===== src/rtl/cpu_control_unit.sv =====
`default_nettype none
// ============================================================================
// cpu_control_unit : multi-cycle fetch/decode/execute sequencer with PC, IR
// Rev 1.0 - initial release
// ============================================================================
module cpu_control_unit #(
  parameter int         PC_WIDTH = 8,
  parameter logic [3:0] OP_JUMP  = 4'hE,
  parameter logic [3:0] OP_HALT  = 4'hF
) (
  input  logic                clk,
  input  logic                rst,
  input  logic                start,
  output logic                imem_req,
  output logic [PC_WIDTH-1:0] imem_addr,
  input  logic                imem_ack,
  input  logic [15:0]         imem_rdata,
  output logic [15:0]         ir,
  output logic                exec_en,
  input  logic [7:0]          alu_result,
  output logic [7:0]          result,
  output logic                result_valid,
  output logic [PC_WIDTH-1:0] pc,
  output logic [15:0]         instr_count,
  output logic                busy,
  output logic                halted
);

  typedef enum logic [2:0] {
    S_IDLE      = 3'd0,
    S_FETCH     = 3'd1,
    S_DECODE    = 3'd2,
    S_EXECUTE   = 3'd3,
    S_WRITEBACK = 3'd4,
    S_HALT      = 3'd5
  } state_t;

  state_t              state;
  state_t              state_nxt;
  logic [3:0]          opcode;
  logic                is_halt;
  logic                is_jump;
  logic [PC_WIDTH-1:0] jump_target;

  assign opcode  = ir[15:12];
  assign is_halt = (opcode == OP_HALT);
  // Halt wins if both opcodes are ever configured to the same value
  assign is_jump = (opcode == OP_JUMP) && !is_halt;

  // {operand1, operand2} zero-extended or truncated to the PC width
  always_comb begin
    jump_target = '0;
    for (int i = 0; i < PC_WIDTH && i < 8; i++) begin
      jump_target[i] = ir[4+i];
    end
  end

  always_ff @(posedge clk or posedge rst) begin
    if (rst) state <= S_IDLE;
    else     state <= state_nxt;
  end

  always_comb begin
    state_nxt = state;
    case (state)
      S_IDLE:      if (start) state_nxt = S_FETCH;
      S_FETCH:     if (imem_ack) state_nxt = S_DECODE;
      S_DECODE: begin
        if (is_halt)      state_nxt = S_HALT;
        else if (is_jump) state_nxt = S_FETCH;
        else              state_nxt = S_EXECUTE;
      end
      S_EXECUTE:   state_nxt = S_WRITEBACK;
      S_WRITEBACK: state_nxt = S_FETCH;
      S_HALT:      if (start) state_nxt = S_FETCH;
      default:     state_nxt = S_IDLE;
    endcase
  end

  always_ff @(posedge clk or posedge rst) begin
    if (rst) begin
      pc          <= '0;
      ir          <= '0;
      result      <= '0;
      instr_count <= '0;
    end else begin
      case (state)
        S_IDLE, S_HALT: begin
          if (start) begin
            pc          <= '0;
            instr_count <= '0;
          end
        end
        S_FETCH: if (imem_ack) ir <= imem_rdata;
        S_DECODE: begin
          if (is_jump) begin
            pc          <= jump_target;
            instr_count <= instr_count + 16'd1;
          end
        end
        S_EXECUTE: result <= alu_result;
        S_WRITEBACK: begin
          pc          <= pc + PC_WIDTH'(1);
          instr_count <= instr_count + 16'd1;
        end
        default: ;
      endcase
    end
  end

  // Strobes decode straight from the state register so they are glitch-free
  assign imem_req     = (state == S_FETCH);
  assign imem_addr    = pc;
  assign exec_en      = (state == S_EXECUTE);
  assign result_valid = (state == S_WRITEBACK);
  assign halted       = (state == S_HALT);
  assign busy         = (state == S_FETCH) || (state == S_DECODE) ||
                        (state == S_EXECUTE) || (state == S_WRITEBACK);

endmodule
`default_nettype wire


===== config.mk =====
export PLATFORM = sky130hd
export DESIGN_NAME = cpu_control_unit
export DESIGN_NICKNAME = d
export VERILOG_FILES = /design/src/rtl/cpu_control_unit.sv
export SDC_FILE = /design/constraint.sdc
export NUM_CORES = 1
export LEC_CHECK = 0
export BUFFER_PORTS_ARGS = -buffer_cell sky130_fd_sc_hd__buf_2
export CORE_MARGIN = 2
export CORE_UTILIZATION = 40
export CTS_CLUSTER_DIAMETER = 100
export CTS_CLUSTER_SIZE = 14
export DETAILED_ROUTE_END_ITERATION = 8
export PLACE_DENSITY = 0.75
export SYNTH_ARGS = -nofsm -noshare
export SYNTH_HDL_FRONTEND = slang
export SYNTH_SLANG_ARGS = --single-unit

===== constraint.sdc =====
create_clock -name clk -period 1.5 [get_ports clk]
set_input_delay 0.15 -clock clk [delete_from_list [all_inputs] [get_ports clk]]
set_output_delay 0.15 -clock clk [all_outputs]
set_load 0.1 [all_outputs]

==> flow_metrics.py <==
metrics = {
    "outcome": {
        "status": "finished with violations",
        "violations": "setup timing",
    },
    "timing": {
        "rsz0062_at_grt": "true",
        "max_slew_margin_pct": 65.5,
        "fin_skew_ns": 0.00952,
        "worst_slack_ns": -0.184,
        "min_period_ns": 1.68,
        "fin_setup_tns_ns": -2.57,
        "fmax_mhz": 594,
        "finalHoldViolations": 0,
        "finalSetupViolations": 44,
        "slew_viol_final": 0,
        "period_share_pct": 112,
        "worst_slew_pin_slew_ns": 0.516,
    },
    "placed_design": {
        "dp_cells": 440,
        "routabilityCongestion": 0.780,
        "io_buffers": 88,
        "pre_cts_slack_ns": -0.123,
        "dp_hpwl_mm": 4.78,
    },
    "final_layout": {
        "final_common_cell": "buf_2",
        "final_cell_mix": "buf_2, nand2_1, dfrtp_2, buf_4, dfrtp_1",
        "antennaDiodeCount": 0,
        "area_delta_synth_final_pct": 52.7,
        "nNetsFinal": 418,
        "nFillCells": 540,
        "final_core_util_pct": 62.1,
        "multiInputGateArea_um2": 1580,
        "layout-drive-gt1-share_pct": 59.4,
        "instances_no_fill": 469,
        "area.sequential_um2": 1310,
    },
    "route": {
        "wl_met1_mm": 3.05,
        "drc": 0,
        "met3_length_um": 434,
        "wl_mm": 7.34,
        "drt_pass1_iterations": 4,
        "wl_per_cell_um": 15.7,
        "dr_wl_met2_mm": 3.77,
        "drt_iter0_drc": 86,
        "vias_per_cell": 5.34,
        "dr_total_vias": 2503,
        "ant_nets": 0,
        "top_layer": "met4",
    },
    "clock_tree": {
        "cts_tree": "built",
        "clockBufferDepth": 2,
        "ctsHtreeMaxLevel": 2,
        "cts_root_buffer": "clkbuf_8",
        "clock_latency_ns": 0.31,
        "numClockSinks": 51,
        "clk_pin_slew_ns": 0.09,
        "cts_made_buffers": 5,
    },
    "floorplanning": {
        "die-area_um2": 7460,
        "fp.dieH_um": 86.4,
        "die_w_um": 86.4,
        "io_pins": 89,
        "start_util_pct": 40.6,
        "core_um2": 6680,
        "rows": 30,
    },
    "hold_path": {
        "hp-class": "in2reg",
    },
    "synthesis": {
        "synth_edf_count": 0,
        "synth_flop_cell": "dfrtp_1",
        "synthArstFlopShare_pct": 100,
        "avgSynthCellArea_um2": 10.0,
        "ys_warn_count": 0,
        "syn_area_um2": 2720,
        "syn-instance-count": 271,
        "synth_cell_types": 48,
        "syn_nets": 301,
        "synth-seq-cells": 51,
        "ys_seq_area_share_pct": 47.0,
    },
    "worst_setup_path": {
        "cp_max_fo": 7,
        "cp.arrival_ns": 1.90,
        "end_kind": "flip-flop",
        "worstSetupStartpointType": "flip-flop",
        "cp.required_ns": 1.72,
        "path_class": "reg2reg",
    },
    "global_route": {
        "grt_overflow": 0,
        "antenna_found_initial": 0,
        "first_global_vias": 2336,
        "grt_util_all_layers_pct": 19.3,
        "grt_pass1_wl_mm": 11.4,
        "grt_max_degree": 29,
    },
    "job": {
        "maxCapViolations": 0,
    },
}
-- final cells by class --
type	count	share of cell area [%]
Timing Repair Buffer	133	24.6
Clock buffer	5	1.66
Tap cell	80	2.41
Clock inverter	3	0.453
Multi-Input combinational cell	186	38.0
Sequential cell	51	31.7
Inverter	11	1.18
-- sequential cells by signal, summed over array words and instances, names as in the netlist --
signal	flops
imem_addr	8
instr_count	16
ir	16
result	8
state	3
-- metrics by stage --
stage,instance area [um2],hold WS [ns]
3_3_place_gp,3560,0.205
5_1_grt,4150,0.0193
4_1_cts,3810,0.0195
6_report,4150,0.0270
2_1_floorplan,2890,0.243
3_5_place_dp,3560,0.211
-- synthesized netlist by cell type (2+ instances only) --
cell type,count,area [um2]
inv_1,9,33.8
dfrtp_1,51,1280
buf_4,12,90.1
o21ai_0,4,20.0
buf_6,2,22.5
buf_2,6,30.0
and4_1,2,17.5
o22ai_1,4,25.0
nor3b_1,2,15.0
nor2_1,10,37.5
mux2i_1,14,140
nand3_1,9,45.0
o2bb2ai_1,3,26.3
a21oi_1,18,90.1
and2_1,2,12.5
ha_1,2,25.0
nand2_1,45,169
nand2b_1,14,87.6
a32oi_1,2,17.5
mux2_2,16,180
nor4_1,2,12.5
mux2_4,2,30.0
o32ai_1,2,17.5
nand4_1,5,31.3
xnor2_1,2,17.5
clkbuf_1,2,7.51
and3_1,5,31.3
a211oi_2,2,25.0
a22oi_1,3,22.5
-- path summary, 6_finish.rpt --
kind,start,to,slack (ns),cells after the start
setup / recovery,state[0],instr_count[10],-0.18,5
hold / removal,alu_result[3],result[3],0.03,3
setup reg to reg,state[0],instr_count[10],-0.18,5
hold reg to reg,result[6],result[6],0.48,2
max in group asynchronous,rst,instr_count[13],0.54,4
min in group asynchronous,rst,ir[3],0.41,3
-- layer usage --
metal  track usage, %  vias up
met3             4.38        9
met4             4.97        0
met1             25.6     1225
met5                0        -
li1                 -     1170
met2             32.0       99
-- critical path, stage by stage (launching register included) --
cell,delay [ns]
dfrtp_2,0.47
nor3b_4,0.28
nand3b_4,0.20
buf_12,0.21
a211oi_2,0.21
mux2i_1,0.24
-- logic make-up after synthesis --
logic type               after synthesis  synth area share [%]
AO/OA/AOI/OAI                         44                  11.1
XOR/XNOR                               2                 0.645
adder cells (fa/ha/maj)                2                 0.922
buffers and inverters                 34                  7.23
flip-flops                            51                  47.0
multiplexers                          32                  12.9
AND/OR/NAND/NOR                      106                  20.2
-- what timing repair did --
item                                    in CTS  in global routing
resized for setup                           15                 53
setup buffers                                8                 12
pin swaps                                    7                 16
hold buffers                                 1                  0
hold endpoints to repair                    23                  0
endpoints found under the setup margin      39                 45
gates cloned                                 1                  0
Power is left out: the tool's default activity adds up to more than one toggle a clock period on the data nets, which glitch-free logic cannot reach.
